[config.mk]
export PLATFORM = sky130hd
export DESIGN_NAME = rv32i_lsu_flat
export DESIGN_NICKNAME = d
export VERILOG_FILES = /design/src/rtl/rv32i_lsu_if.sv /design/src/rtl/rv32i_lsu.sv /design/src/flat_wrapper.sv
export SDC_FILE = /design/constraint.sdc
export NUM_CORES = 1
export LEC_CHECK = 0
export BUFFER_PORTS_ARGS = -buffer_cell sky130_fd_sc_hd__buf_2
export CAP_MARGIN = 20
export CORE_MARGIN = 2
export CORE_UTILIZATION = 49
export DETAILED_ROUTE_END_ITERATION = 7
export PLACE_DENSITY = 0.8
export SYNTH_ARGS = -nofsm -noshare
export SYNTH_HDL_FRONTEND = slang
export SYNTH_SLANG_ARGS = --single-unit
[constraint.sdc]
create_clock -name clk -period 2.5 [get_ports clk]
set_clock_uncertainty 0.15 [all_clocks]
set_input_delay 0.5 -clock clk [delete_from_list [all_inputs] [get_ports clk]]
set_output_delay 0.5 -clock clk [all_outputs]
set_load 0.01 [all_outputs]
[src/rtl/rv32i_lsu_if.sv]
// Bundles the LSU request, memory-bus and writeback-response signals.
// The master modport is the LSU's view; slave is the pipeline/memory side.
interface rv32i_lsu_if #(
  parameter int XLEN = 32
);
  logic            req_valid;
  logic            req_ready;
  logic [XLEN-1:0] req_addr;
  logic [XLEN-1:0] req_wdata;
  logic            req_we;
  logic [1:0]      req_size;
  logic            req_unsigned;
  logic [4:0]      req_rd;

  logic            mem_req;
  logic            mem_gnt;
  logic [XLEN-1:0] mem_addr;
  logic            mem_we;
  logic [3:0]      mem_be;
  logic [XLEN-1:0] mem_wdata;
  logic            mem_rvalid;
  logic [XLEN-1:0] mem_rdata;
  logic            mem_err;

  logic            rsp_valid;
  logic            rsp_ready;
  logic [XLEN-1:0] rsp_rdata;
  logic [4:0]      rsp_rd;
  logic            rsp_we;
  logic            rsp_misaligned;
  logic            rsp_err;

  modport master (
    input  req_valid, req_addr, req_wdata, req_we, req_size, req_unsigned, req_rd,
    output req_ready,
    output mem_req, mem_addr, mem_we, mem_be, mem_wdata,
    input  mem_gnt, mem_rvalid, mem_rdata, mem_err,
    output rsp_valid, rsp_rdata, rsp_rd, rsp_we, rsp_misaligned, rsp_err,
    input  rsp_ready
  );

  modport slave (
    output req_valid, req_addr, req_wdata, req_we, req_size, req_unsigned, req_rd,
    input  req_ready,
    input  mem_req, mem_addr, mem_we, mem_be, mem_wdata,
    output mem_gnt, mem_rvalid, mem_rdata, mem_err,
    input  rsp_valid, rsp_rdata, rsp_rd, rsp_we, rsp_misaligned, rsp_err,
    output rsp_ready
  );
endinterface

[src/rtl/rv32i_lsu.sv]
// RV32I load/store unit: one outstanding access, byte-lane steering on stores,
// lane extraction and sign/zero extension on loads, misalignment detection.
module rv32i_lsu #(
  parameter int XLEN = 32
) (
  input  logic         clk,
  input  logic         rst_n,
  rv32i_lsu_if.master  bus
);
  typedef enum logic [1:0] {S_IDLE, S_REQ, S_WAIT, S_RESP} state_e;

  state_e          state_q;
  logic [XLEN-1:0] addr_q;
  logic [1:0]      size_q;
  logic            unsigned_q;
  logic            we_q;
  logic [4:0]      rd_q;

  logic            mem_req_q;
  logic            mem_we_q;
  logic [3:0]      mem_be_q;
  logic [XLEN-1:0] mem_wdata_q;

  logic            rsp_valid_q;
  logic            rsp_misaligned_q;
  logic            rsp_err_q;
  logic [XLEN-1:0] rsp_rdata_q;

  logic            accept;
  logic            acc_misaligned;
  logic [3:0]      acc_be;
  logic [XLEN-1:0] acc_wdata;

  function automatic logic [XLEN-1:0] load_ext(input logic [XLEN-1:0] data,
                                               input logic [1:0]      off,
                                               input logic [1:0]      size,
                                               input logic            uns);
    logic [XLEN-1:0] sh;
    sh = data >> {off, 3'b000};
    case (size)
      2'b00:   load_ext = {{(XLEN-8){~uns & sh[7]}}, sh[7:0]};
      2'b01:   load_ext = {{(XLEN-16){~uns & sh[15]}}, sh[15:0]};
      default: load_ext = data;
    endcase
  endfunction

  assign accept = bus.req_valid & (state_q == S_IDLE);

  // Decode the incoming request so lane steering is ready to register on accept.
  always_comb begin
    acc_misaligned = 1'b0;
    acc_be         = 4'b1111;
    acc_wdata      = bus.req_wdata;
    case (bus.req_size)
      2'b00: begin
        acc_be    = 4'b0001 << bus.req_addr[1:0];
        acc_wdata = {(XLEN/8){bus.req_wdata[7:0]}};
      end
      2'b01: begin
        acc_misaligned = bus.req_addr[0];
        acc_be         = 4'b0011 << bus.req_addr[1:0];
        acc_wdata      = {(XLEN/16){bus.req_wdata[15:0]}};
      end
      2'b10:   acc_misaligned = (bus.req_addr[1:0] != 2'b00);
      default: acc_misaligned = 1'b1;
    endcase
  end

  always_ff @(posedge clk or negedge rst_n) begin
    if (!rst_n) begin
      state_q          <= S_IDLE;
      addr_q           <= '0;
      size_q           <= '0;
      unsigned_q       <= 1'b0;
      we_q             <= 1'b0;
      rd_q             <= '0;
      mem_req_q        <= 1'b0;
      mem_we_q         <= 1'b0;
      mem_be_q         <= '0;
      mem_wdata_q      <= '0;
      rsp_valid_q      <= 1'b0;
      rsp_misaligned_q <= 1'b0;
      rsp_err_q        <= 1'b0;
      rsp_rdata_q      <= '0;
    end else begin
      case (state_q)
        S_IDLE: begin
          if (accept) begin
            addr_q           <= bus.req_addr;
            size_q           <= bus.req_size;
            unsigned_q       <= bus.req_unsigned;
            we_q             <= bus.req_we;
            rd_q             <= bus.req_rd;
            rsp_rdata_q      <= '0;
            rsp_err_q        <= 1'b0;
            rsp_misaligned_q <= acc_misaligned;
            if (acc_misaligned) begin
              // Faulting access never touches the bus.
              state_q     <= S_RESP;
              rsp_valid_q <= 1'b1;
              mem_we_q    <= 1'b0;
              mem_be_q    <= '0;
            end else begin
              state_q     <= S_REQ;
              mem_req_q   <= 1'b1;
              mem_we_q    <= bus.req_we;
              mem_be_q    <= acc_be;
              mem_wdata_q <= acc_wdata;
            end
          end
        end
        S_REQ: begin
          if (bus.mem_gnt) begin
            mem_req_q <= 1'b0;
            state_q   <= S_WAIT;
          end
        end
        S_WAIT: begin
          if (bus.mem_rvalid) begin
            state_q     <= S_RESP;
            rsp_valid_q <= 1'b1;
            rsp_err_q   <= bus.mem_err;
            rsp_rdata_q <= (bus.mem_err | we_q) ? '0
                         : load_ext(bus.mem_rdata, addr_q[1:0], size_q, unsigned_q);
          end
        end
        S_RESP: begin
          if (bus.rsp_ready) begin
            rsp_valid_q <= 1'b0;
            state_q     <= S_IDLE;
          end
        end
        default: state_q <= S_IDLE;
      endcase
    end
  end

  assign bus.req_ready      = (state_q == S_IDLE);
  assign bus.mem_req        = mem_req_q;
  assign bus.mem_addr       = {addr_q[XLEN-1:2], 2'b00};
  assign bus.mem_we         = mem_we_q;
  assign bus.mem_be         = mem_be_q;
  assign bus.mem_wdata      = mem_wdata_q;
  assign bus.rsp_valid      = rsp_valid_q;
  assign bus.rsp_rdata      = rsp_rdata_q;
  assign bus.rsp_rd         = rd_q;
  assign bus.rsp_we         = we_q;
  assign bus.rsp_misaligned = rsp_misaligned_q;
  assign bus.rsp_err        = rsp_err_q;

endmodule
[src/flat_wrapper.sv]
// flat-port wrapper written by rule: the top's interface ports become plain ports
module rv32i_lsu_flat 
#(
  parameter int XLEN = 32
)
  (clk, rst_n, bus_req_valid, bus_req_addr, bus_req_wdata, bus_req_we, bus_req_size, bus_req_unsigned, bus_req_rd, bus_req_ready, bus_mem_req, bus_mem_addr, bus_mem_we, bus_mem_be, bus_mem_wdata, bus_mem_gnt, bus_mem_rvalid, bus_mem_rdata, bus_mem_err, bus_rsp_valid, bus_rsp_rdata, bus_rsp_rd, bus_rsp_we, bus_rsp_misaligned, bus_rsp_err, bus_rsp_ready);
  rv32i_lsu_if #(.XLEN(XLEN)) bus_i ();
  input  logic clk;
  input  logic rst_n;
  input wire logic [$bits(bus_i.req_valid)-1:0] bus_req_valid;
  input wire logic [$bits(bus_i.req_addr)-1:0] bus_req_addr;
  input wire logic [$bits(bus_i.req_wdata)-1:0] bus_req_wdata;
  input wire logic [$bits(bus_i.req_we)-1:0] bus_req_we;
  input wire logic [$bits(bus_i.req_size)-1:0] bus_req_size;
  input wire logic [$bits(bus_i.req_unsigned)-1:0] bus_req_unsigned;
  input wire logic [$bits(bus_i.req_rd)-1:0] bus_req_rd;
  output wire logic [$bits(bus_i.req_ready)-1:0] bus_req_ready;
  output wire logic [$bits(bus_i.mem_req)-1:0] bus_mem_req;
  output wire logic [$bits(bus_i.mem_addr)-1:0] bus_mem_addr;
  output wire logic [$bits(bus_i.mem_we)-1:0] bus_mem_we;
  output wire logic [$bits(bus_i.mem_be)-1:0] bus_mem_be;
  output wire logic [$bits(bus_i.mem_wdata)-1:0] bus_mem_wdata;
  input wire logic [$bits(bus_i.mem_gnt)-1:0] bus_mem_gnt;
  input wire logic [$bits(bus_i.mem_rvalid)-1:0] bus_mem_rvalid;
  input wire logic [$bits(bus_i.mem_rdata)-1:0] bus_mem_rdata;
  input wire logic [$bits(bus_i.mem_err)-1:0] bus_mem_err;
  output wire logic [$bits(bus_i.rsp_valid)-1:0] bus_rsp_valid;
  output wire logic [$bits(bus_i.rsp_rdata)-1:0] bus_rsp_rdata;
  output wire logic [$bits(bus_i.rsp_rd)-1:0] bus_rsp_rd;
  output wire logic [$bits(bus_i.rsp_we)-1:0] bus_rsp_we;
  output wire logic [$bits(bus_i.rsp_misaligned)-1:0] bus_rsp_misaligned;
  output wire logic [$bits(bus_i.rsp_err)-1:0] bus_rsp_err;
  input wire logic [$bits(bus_i.rsp_ready)-1:0] bus_rsp_ready;
  assign bus_i.req_valid = bus_req_valid;
  assign bus_i.req_addr = bus_req_addr;
  assign bus_i.req_wdata = bus_req_wdata;
  assign bus_i.req_we = bus_req_we;
  assign bus_i.req_size = bus_req_size;
  assign bus_i.req_unsigned = bus_req_unsigned;
  assign bus_i.req_rd = bus_req_rd;
  assign bus_req_ready = bus_i.req_ready;
  assign bus_mem_req = bus_i.mem_req;
  assign bus_mem_addr = bus_i.mem_addr;
  assign bus_mem_we = bus_i.mem_we;
  assign bus_mem_be = bus_i.mem_be;
  assign bus_mem_wdata = bus_i.mem_wdata;
  assign bus_i.mem_gnt = bus_mem_gnt;
  assign bus_i.mem_rvalid = bus_mem_rvalid;
  assign bus_i.mem_rdata = bus_mem_rdata;
  assign bus_i.mem_err = bus_mem_err;
  assign bus_rsp_valid = bus_i.rsp_valid;
  assign bus_rsp_rdata = bus_i.rsp_rdata;
  assign bus_rsp_rd = bus_i.rsp_rd;
  assign bus_rsp_we = bus_i.rsp_we;
  assign bus_rsp_misaligned = bus_i.rsp_misaligned;
  assign bus_rsp_err = bus_i.rsp_err;
  assign bus_i.rsp_ready = bus_rsp_ready;
  rv32i_lsu #(.XLEN(XLEN)) u_core (.clk(clk), .rst_n(rst_n), .bus(bus_i));
endmodule
After elaboration in Yosys (flattened, before gate mapping) --
Index checks and enable logic that the tools add are counted.
Operators by class: $add $sub $neg 0, $mul 0, div/mod/pow operators 0, $lt $le $gt $ge 0, equality and inequality tests 12, shift operators 3, muxes and demuxes 28, bitwise gates (word level) 6, reductions and logical operators 13
Operators by type and width (number):
- $pmux W32 S2 | 3
- $mux W32 | 3
- $shr A32 B5 Y16 | 1
- $mux W1 | 10
- $mux W2 | 5
- $ne A2 B2 Y1 const B | 4
- $pmux W2 S4 | 1
- $pmux W4 S2 | 1
- $reduce_and A4 Y1 | 2
- $eq A2 B1 Y1 const B | 3
- $eq A2 B2 Y1 const B | 3
- $logic_not A2 Y1 | 3
- $pmux W1 S3 | 2
- $reduce_and A3 Y1 | 2
- $reduce_bool A2 Y1 | 3
- $reduce_and A5 Y1 | 1
- $mux W4 | 1
- $ne A2 B1 Y1 const B | 2
- $pmux W1 S2 | 2
- $shl A1 B2 Y4 const A | 1
- $shl A2 B2 Y4 const A | 1
- $and A1 B1 Y1 | 3
- $reduce_bool A3 Y1 | 1
- $not A1 Y1 | 2
- other kinds (2) | 2
Storage, ports and cells: register bits after elaboration 116, latch bits 0, bits in writable memories 0, memory bits (read-only) 0, output and inout port bits 112, logic and storage cells 76, memories kept 0

Depth between registers and ports, before layout --
Gate-level depths: netlist of run 1.
word-level depth 6, depth in mapped cells 9

Worst setup path after synthesis of run 1 --
No wires, ideal clock.
kind register to register, start reg u_core.state_q[0], end reg u_core.rsp_rdata_q[21] (netlist: u_core.bus.rsp_rdata[21]), data arrival time 1.811 ns, data required time 2.276 ns, slack 0.464 ns, stages on the path, launching flop included 8, period minus slack after synthesis 2.036 ns, cells stage by stage dfrtp_1 -> inv_1 -> ha_1 -> and2b_4 -> or4_1 -> buf_2 -> buf_6 -> o21ai_2
On the way: word-level cells in the longest chain between the ends 4
Ends and longest elaborated chain:
- from (decl) | line rv32i_lsu.sv:12 | state_e state_q;
- from (signal assigned) | line rv32i_lsu.sv:71 | state_q <= S_IDLE;
- from (signal assigned) | line rv32i_lsu.sv:99 | state_q <= S_RESP;
- from (signal assigned) | line rv32i_lsu.sv:104 | state_q <= S_REQ;
- $logic_not A2 Y1 (*)
- net bus_req_ready | line flat_wrapper.sv:17 | output wire logic [$bits(bus_i.req_ready)-1:0] bus_req_ready;
- $and A1 B1 Y1 | line rv32i_lsu.sv:47 | assign accept = bus.req_valid & (state_q == S_IDLE);
- $ne A2 B1 Y1 (no source line)
- $reduce_and A3 Y1 (no source line)
- to (signal assigned) | line rv32i_lsu.sv:123 | rsp_rdata_q <= (bus.mem_err | we_q) ? '0
- to (decl) | line rv32i_lsu.sv:27 | logic [XLEN-1:0] rsp_rdata_q;
The timed path passes the listed nets; every way through them passes the cells marked *. A chain may end at the register's enable or synchronous reset.

Worst setup path after layout of run 1 --
start reg u_core.state_q[0], end reg u_core.addr_q[12]
On the way: word-level cells in the longest chain between the ends 3
Ends and longest elaborated chain:
- $logic_not A2 Y1 (*) | line rv32i_lsu.sv:47, rv32i_lsu.sv:86
- $and A1 B1 Y1 | line rv32i_lsu.sv:47
- $reduce_and A2 Y1 (no source line) (*)
- to (signal assigned) | line rv32i_lsu.sv:89 | addr_q <= bus.req_addr;
- to (decl) | line rv32i_lsu.sv:13 | logic [XLEN-1:0] addr_q;
Mark *: on every way between the ends. The rest lies on a longest branch, timed or not.

==> results of run 1 <==
report_power, final:
group / total (mW) / switching [mW] / internal [mW]
clock network: 2.36 / 0.813 / 1.55
registers: 3.27 / 0.538 / 2.74
logic: 3.76 / 2.05 / 1.70
total: 9.39 / 3.40 / 5.99
cells in the mapped netlist (all sizes together), types with 8 or more instances:
master    n
dfrtp   116
o21ai    57
nand2    55
buf      49
mux2     48
mux2i    36
nor2     22
a22oi    17
clkbuf   15
a21oi    13
inv       8
o31ai     8
registers in the layout (all words and copies together) (netlist names):
signal and count:
u_core.bus.mem_be 4, u_core.bus.rsp_rd 5, u_core.unsigned_q 1, u_core.bus.rsp_err 1, u_core.bus.rsp_we 1, u_core.bus.mem_we 1, u_core.bus.rsp_valid 1, u_core.size_q 2
u_core.bus.rsp_rdata 32, u_core.bus.rsp_misaligned 1, u_core.state_q 2, u_core.bus.mem_req 1, u_core.bus.mem_wdata 32, u_core.addr_q 32
what timing repair did:
item                       4_1_cts  5_1_grt
hold endpoints to repair        71        0
hold buffers                     1        0
buffers inserted                 0        3
setup endpoints to repair        0       12
cell type report:
type	instances	area, sq um
Clock buffer	20	437
Multi-Input combinational cell	324	2360
Inverter	8	30.0
Fill cell	899	4020
Timing Repair Buffer	243	1300
Tap cell	143	179
Clock inverter	11	136
Sequential cell	116	2900
cells by family (layout without fill, tap and decap cells):
logic type / after synthesis / in the layout / synth area share
AO/OA/AOI/OAI: 133 / 133 / 0.159
flip-flops: 116 / 116 / 0.511
AND/OR/NAND/NOR: 99 / 99 / 0.0820
multiplexers: 84 / 84 / 0.159
buffers and inverters: 72 / 282 / 0.0758
adder cells (fa/ha/maj): 5 / 5 / 0.0110
other: 1 / 2 / 0.000661
XOR/XNOR: 1 / 1 / 0.00154
worst paths after layout:
| path | start | endpoint | slack (ps) | depth (start not counted) |
|---|---|---|---|---|
| worst max-delay path | u_core.state_q[0] | u_core.addr_q[12] | 230 | 5 |
| worst min-delay path | bus_req_unsigned | u_core.unsigned_q | 170 | 3 |
| worst max register to register | u_core.state_q[0] | u_core.addr_q[12] | 230 | 5 |
| worst min register to register | u_core.bus.rsp_rdata[1] | u_core.bus.rsp_rdata[1] | 310 | 2 |
| max in group asynchronous | rst_n | u_core.bus.mem_wdata[25] | 1220 | 3 |
| min in group asynchronous | rst_n | u_core.bus.rsp_rdata[28] | 490 | 3 |
metal layers:
metal | global-route usage | wire length (um) | share of wire
met3 | 0.0915 | 1310 | 0.088
met2 | 0.394 | 7260 | 0.49
met1 | 0.300 | 5940 | 0.40
met5 | 0 | 0 | 0
met4 | 0.0971 | 435 | 0.029
through the flow:
step                 util  hold WS [ps]  cells  power (mW)
detailed placement  0.593           318    830        6.97
global route        0.646           161    865        10.0
finish              0.646           170    865        9.39
global placement    0.593           300    830        6.78
CTS                 0.644           154    862        9.38
floorplan               -          54.4    512        5.78
worst max-delay path: stages, from the launching register on:
cell and delay, ps:
dfrtp_1 410, inv_1 130, ha_1 330, and2_2 250, buf_4 430, mux2_2 410
==> metrics.md, run 1 <==
| Metric | Value |
|---|---|
| Status | finished, final reports clean |
| Die H | 112 um |
| Post-synthesis sequential area ratio | 0.511 |
| Slew HR | 0.628 |
| Most common cell after layout, fill and taps aside | buf_2 |
| Synth area leader | dfrtp_1 |
| Type of origin of the critical path | flip-flop |
| Pwr Density | 1280 mW/mm^2 |
| Die Area | 0.0125 sq mm |
| I/O pin count | 224 |
| Count of pins over their slew limit | 0 |
| Max clock buf depth | 2 |
| Setup CP Type | reg -> reg |
| Yosys top cell area share | 0.511 |
| Number of synthesized flops with an enable pin | 0 |
| Ant. Diodes | 0 |
| FF+latch count, synth | 116 |
| H-tree depth | 4 |
| Site Rows | 39 |
| Endpoints failing setup | 0 |
| Nets | 827 |
| CTS tree | built |
| Initial antenna violation count | 0 |
| Lkg Pwr | 3.77 nW |
| Unique masters post-synth | 51 |
| Num CTS Buffers | 17 |
| Post-route minimum period | 2270 ps |
| Via count | 4718 |
| Endpoints failing hold | 0 |
| Placer congestion estimate | 0.869 |
| Ys async rst share | 1.00 |
| Initial Util | 0.499 |
| Peak VDD IR | 0.763 mV |
| Hold Path Class | in -> reg |
| Arr. time, crit path | 2400 ps |
| Setup TNS | 0 ps |
| Ratio of cells with drive above 1 in the final layout | 0.470 |
| Commonest cells after routing, fill and taps aside | 220 x buf_2, 116 x dfrtp_1, 55 x nand2_1 |
| Die X | 112 um |
| IO buf count | 221 |
| Period utilization | 0.907 |
| GRT Util Overall | 0.245 |
| Core Region | 0.0114 sq mm |
| Cell count after synthesis | 511 |
| CTS resizes | 0 |
| Routed wire per std cell | 17.3 um |
| Vias/cell | 5.45 |
| Iter 0 DRT Violations | 444 |
| Count of warnings emitted by yosys | 0 |
| RSZ-0062 raised after global routing | no |
| GRT Residual Overflow | 0 |
| Antenna viol nets, final | 0 |
| Synth Flop Type | dfrtp_1 |
| CP endpoint kind | flip-flop |
| Pre-CTS setup slack | 156 ps |
| DRT Pass-1 Iters | 5 |
| Root buffer cell | clkbuf_16 |
| Num Clock Sinks | 116 |
| Area Overhead vs Synth | 29.4% |
| Maximum clock frequency | 0.441 GHz |
| Global-route wire length before repair | 24.3 mm |
| Max-cap violation count | 0 |
| Largest net degree at the start of global routing | 72 |
| Setup slack after layout | 231 ps |
| Final Cell Area | 0.00735 sq mm |
| Synth area leaders | dfrtp_1 51%, mux2_2 9.5%, mux2i_1 6.3% |
| Synthesized cell area | 0.00568 sq mm |
| Remaining DRCs | 0 |
| Post-DP HPWL | 11.1 mm |
| Reg clk slew, reported paths | 50 ps |
| Worst skew pair latency | 400 ps |
| Vias in the first global route | 4885 |
| Dpl cell area | 0.00674 sq mm |
| Drt total wl | 14.9 mm |
| Worst-path maximum fanout | 40 |
| CP required | 2630 ps |
| Syn Area/Cell | 11.1 sq um |
| Slew @ Worst Pin | 558 ps |
Note: power is estimated with default switching activity, not from simulation.
==> run 2: changes to the inputs <==
- PLACE_DENSITY: 0.8 -> 0.84
==> metrics.md, run 2 (synthesized netlist as in run 1, its figures left out) <==
| Metric | Value |
|---|---|
| Root buffer cell | clkbuf_16 |
| Hold_buf cts | 0 |
| Site Rows | 39 |
| Lkg Pwr | 3.77 nW |
| Routed wire per std cell | 17.7 um |
| Initial Util | 0.499 |
| Initial antenna violation count | 0 |
| Die X | 112 um |
| Pwr Density | 1280 mW/mm^2 |
| Hold Slack | 2.53 ps |
| Net Sw Frac | 0.361 |
| Count of pins over their slew limit | 0 |
| CP required | 2690 ps |
| Most common cell after layout, fill and taps aside | buf_2 |
| Worst skew pair latency | 410 ps |
| Setup TNS | 0 ps |
| Area Overhead vs Synth | 29.4% |
| Status | finished, final reports clean |
| Max clock buf depth | 2 |
| Slew @ Worst Pin | 759 ps |
| Antenna viol nets, final | 0 |
| Die Area | 0.0125 sq mm |
| Commonest cells after routing, fill and taps aside | 220 x buf_2, 116 x dfrtp_1, 55 x nand2_1 |
| Post-DP HPWL | 11.2 mm |
| Vias in the first global route | 4935 |
| Type of origin of the critical path | flip-flop |
| Endpoints failing setup | 0 |
| Ratio of cells with drive above 1 in the final layout | 0.469 |
| Setup CP Type | reg -> reg |
| Sw power | 3.39 mW |
| Largest net degree at the start of global routing | 117 |
| Hold Path Class | in -> async |
| Ant. Diodes | 0 |
| Peak VDD IR | 0.841 mV |
| Share of power burned in registers | 0.350 |
| Core Region | 0.0114 sq mm |
| Global-route wire length before repair | 24.5 mm |
| Worst-path maximum fanout | 17 |
| Layout Utilization | 0.646 |
| Num Clock Sinks | 116 |
| Maximum clock frequency | 0.437 GHz |
| Drt total wl | 15.3 mm |
| RSZ-0062 raised after global routing | no |
| H-tree depth | 4 |
| Remaining DRCs | 0 |
| Arr. time, crit path | 2480 ps |
| Max-cap violation count | 0 |
| Endpoints failing hold | 0 |
| Vias/cell | 5.58 |
| Num CTS Buffers | 17 |
| Placer congestion estimate | 0.872 |
| Reg clk slew, reported paths | 50 ps |
| Die H | 112 um |
| Int Pwr | 6.00 mW |
| Slew HR | 0.492 |
| GRT Util Overall | 0.249 |
| IO buf count | 221 |
| Iter 0 DRT Violations | 337 |
| CP endpoint kind | flip-flop |
| GRT Residual Overflow | 0 |
| Post-route minimum period | 2290 ps |
| CTS tree | built |
| I/O pin count | 224 |
| Via count | 4819 |
| DRT Pass-1 Iters | 7 |
| Period utilization | 0.915 |
| Clock Power Share | 0.249 |
| Share of total power in combinational logic | 0.401 |
| Nets | 826 |
[run 2: cell types whose count changed in the layout (fill, tap and decap cells not counted)]
cell           before  now
dlygate4sd3_1       1    0
clkinvlp_4          1    0
bufinv_16           3    1
clkbuf_8            0    7
clkinv_4            1    0
clkbuf_1            3    4
nor4b_4             0    1
nor4b_2             1    0
clkinv_2            6    2
[run 2: worst max-delay path: stages (launching register included)]
cell and delay, ps:
dfrtp_1 400, inv_1 130, ha_1 330, nand4bb_2 250
or4_1 440, buf_4 230, nand2b_4 210, nand2_1 80
[run 2: final cells by class]
| class | count | area [sq um] |
|---|---|---|
| well taps | 143 | 179 |
| flip-flops and latches | 116 | 2900 |
| fillers | 910 | 4020 |
| clock buffers | 28 | 537 |
| repair buffers | 242 | 1290 |
| clock inverters | 3 | 40.0 |
| inverters | 8 | 30.0 |
| multi-input cells | 324 | 2370 |
[run 2: metrics by stage]
step | instances | instance area, sq um | power (mW) | setup WS, ps
global route | 864 | 7350 | 9.97 | 60.2
finish | 864 | 7350 | 9.39 | 213
detailed placement | 830 | 6740 | 6.99 | 142
floorplan | 512 | 5680 | 5.78 | 464
CTS | 861 | 7320 | 9.38 | 136
global placement | 830 | 6740 | 6.79 | 301
[run 2: path summary, 6_finish.rpt]
| kind | end | start | depth (start not counted) | slack (ps) |
|---|---|---|---|---|
| min in group clk | u_core.bus.rsp_we | bus_req_we | 3 | 160 |
| worst min register to register | u_core.bus.rsp_rdata[1] | u_core.bus.rsp_rdata[1] | 2 | 320 |
| worst max register to register | u_core.bus.rsp_rdata[12] | u_core.state_q[0] | 7 | 210 |
| worst min-delay path | u_core.bus.mem_wdata[0] | rst_n | 2 | 3 |
| max in group asynchronous | u_core.bus.mem_wdata[10] | rst_n | 2 | 1710 |
| worst max-delay path | u_core.bus.rsp_rdata[12] | u_core.state_q[0] | 7 | 210 |
[run 2: power groups by stage]
stage | Combinational (mW) | Clock (mW) | Sequential, mW
3_3_place_gp | 3.55 | 0 | 3.24
5_1_grt | 4.10 | 2.47 | 3.40
3_5_place_dp | 3.70 | 0 | 3.29
4_1_cts | 3.71 | 2.38 | 3.29
6_report | 3.76 | 2.34 | 3.29
2_1_floorplan | 2.35 | 0 | 3.43
[run 2: what timing repair did]
item / in CTS / in global routing
setup endpoints to repair: 0 / 9
endpoints found under the hold margin: 0 / 0
resized for setup: 0 / 1
buffers inserted: 0 / 3
[run 2: layer usage]
metal | wire length (um) | global-route usage | share of wire | up-vias
li1 | - | - | - | 2205
met1 | 5950 | 0.292 | 0.39 | 2361
met2 | 7860 | 0.425 | 0.51 | 223
met3 | 1150 | 0.0833 | 0.075 | 30
met4 | 332 | 0.0922 | 0.022 | 0
met5 | 0 | 0 | 0 | -
==> run 3: changes to the inputs <==
- CORE_UTILIZATION: 49 -> 30
- PLACE_DENSITY: 0.84 -> 0.58
==> metrics.md, run 3 (synthesized netlist as in run 1, its figures left out) <==
| Metric | Value |
|---|---|
| Worst skew pair latency | 410 ps |
| Status | finished, final reports clean |
| Lkg Pwr | 3.78 nW |
| Multi-input gate area | 0.00237 sq mm |
| Slew HR | 0.405 |
| CP endpoint kind | flip-flop |
| Largest net degree at the start of global routing | 49 |
| Cells after DPL | 922 |
| Initial antenna violation count | 4 |
| Slew @ Worst Pin | 890 ps |
| Ratio of cells with drive above 1 in the final layout | 0.472 |
| Setup slack after layout | 267 ps |
| H-tree depth | 4 |
| Reg2Reg Setup Slack | 270 ps |
| Fillers | 1848 |
| Die H | 142 um |
| Hold Path Class | in -> reg |
| Max clock buf depth | 2 |
| Max-cap violation count | 0 |
| Post-route minimum period | 2230 ps |
| Num Clock Sinks | 116 |
| Nets | 825 |
| CP peak stage delay | 470 ps |
| Reg2reg end | u_core.bus.rsp_rdata[19] |
| Hold Slack | 161 ps |
| Pwr Density | 1270 mW/mm^2 |
| Initial Util | 0.304 |
| CTS tree | built |
| Peak VDD IR | 0.483 mV |
| GRT Util Overall | 0.158 |
| GRT Residual Overflow | 0 |
| Worst-path maximum fanout | 16 |
| Slowest library cell on the worst path | or4_1 |
| Remaining DRCs | 0 |
| Arr. time, crit path | 2400 ps |
| Layout Utilization | 0.404 |
| Worst Hold End | u_core.bus.rsp_we |
| Routed wire per std cell | 16.1 um |
| Core Region | 0.0186 sq mm |
| Hold path start | bus_req_we |
| Drt total wl | 15.5 mm |
| DRT Pass-1 Iters | 6 |
| Post-DP HPWL | 11.4 mm |
| Hold depth | 3 |
| Worst Setup SP | u_core.state_q[0] |
| R2R depth | 6 |
| Reg clk slew, reported paths | 60 ps |
| Setup TNS | 0 ps |
| Site Rows | 50 |
| Reg area | 0.00290 sq mm |
| Iter 0 DRT Violations | 259 |
| Dpl cell area | 0.00687 sq mm |
| Antenna viol nets, final | 0 |
| RSZ-0062 raised after global routing | no |
| I/O pin count | 224 |
| R2R Path Start | u_core.state_q[0] |
| Type of origin of the critical path | flip-flop |
| Num CTS Buffers | 17 |
| Endpoints failing setup | 0 |
| Final Cell Area | 0.00753 sq mm |
| Die Area | 0.0200 sq mm |
| IO buf count | 221 |
| Pre-CTS setup slack | 152 ps |
| Finished Layout Cells | 958 |
| Die X | 142 um |
| Most common cell after layout, fill and taps aside | buf_2 |
| Placer congestion estimate | 0.806 |
| Endpoints failing hold | 0 |
| Root buffer cell | clkbuf_16 |
| Count of pins over their slew limit | 0 |
| Cells along the critical path | inv_1 > ha_1 > nand4bb_2 > or4_1 > buf_4 > o21ai_0 |
| CP required | 2670 ps |
| Via count | 4580 |
| Maximum clock frequency | 0.448 GHz |
| Overall power | 9.56 mW |
| Vias/cell | 4.78 |
| Commonest cells after routing, fill and taps aside | 220 x buf_2, 116 x dfrtp_1, 55 x nand2_1 |
| Setup CP Type | reg -> reg |
| Area Overhead vs Synth | 32.7% |
| Vias in the first global route | 4577 |
| Period utilization | 0.893 |
| Global-route wire length before repair | 24.6 mm |
==> run 3: changes by cell type in the layout (fill, tap and decap cells not counted), moves of 2 or more <==
cell and change:
buf_4 -3, bufinv_16 +3, clkbuf_1 -3, clkbuf_8 -7, clkinv_4 +3, clkinvlp_4 +3
diode_2 +3, inv_6 +2
==> run 3: what timing repair did <==
action / CTS / global route
endpoints found under the hold margin: 29 / 0
resized for setup: 0 / 1
hold buffers: 1 / 0
buffers inserted: 0 / 0
endpoints found under the setup margin: 0 / 5
==> run 3: where the power goes <==
| group | internal, mW | switching (mW) | total, mW |
|---|---|---|---|
| clock | 1.68 | 0.949 | 2.63 |
| combinational | 1.67 | 2.03 | 3.70 |
| sequential | 2.73 | 0.500 | 3.23 |
| total | 6.09 | 3.48 | 9.56 |
==> run 3: cell type report <==
type	instances	share of cell area
diodes	3	0.000997
clock inverters	14	0.0269
multi-input cells	324	0.314
flip-flops and latches	116	0.385
repair buffers	241	0.172
clock buffers	18	0.0570
well taps	234	0.0389
inverters	8	0.00399
==> run 3: worst max-delay path, delay by kind of cell, from the launching register on <==
family / cells / cell delay [ps]
adders and majority gates: 1 / 330
and+or+nand+nor: 2 / 700
buffers and inverters: 2 / 370
DFF: 1 / 400
AOI/OAI and AO/OA: 1 / 190
==> run 3: worst max-delay path by stage <==
stage | end | slack (ps) | cells past startpoint
after floorplan | u_core.bus.rsp_rdata[21] | 460 | 7
after global placement | u_core.bus.mem_wdata[2] | 180 | 4
after detailed placement | u_core.bus.mem_wdata[10] | 150 | 5
after CTS | u_core.bus.rsp_rdata[13] | 180 | 6
after global routing | u_core.bus.mem_wdata[25] | 70 | 7
final | u_core.bus.rsp_rdata[19] | 270 | 6
==> run 3: metal layers <==
metal | GRT usage | part of all wire | up-vias | wire [um]
li1 | - | - | 2217 | -
met1 | 0.205 | 0.45 | 2163 | 6890
met2 | 0.236 | 0.46 | 172 | 7060
met3 | 0.0510 | 0.069 | 28 | 1070
met4 | 0.0800 | 0.028 | 0 | 434
met5 | 0 | 0 | - | 0
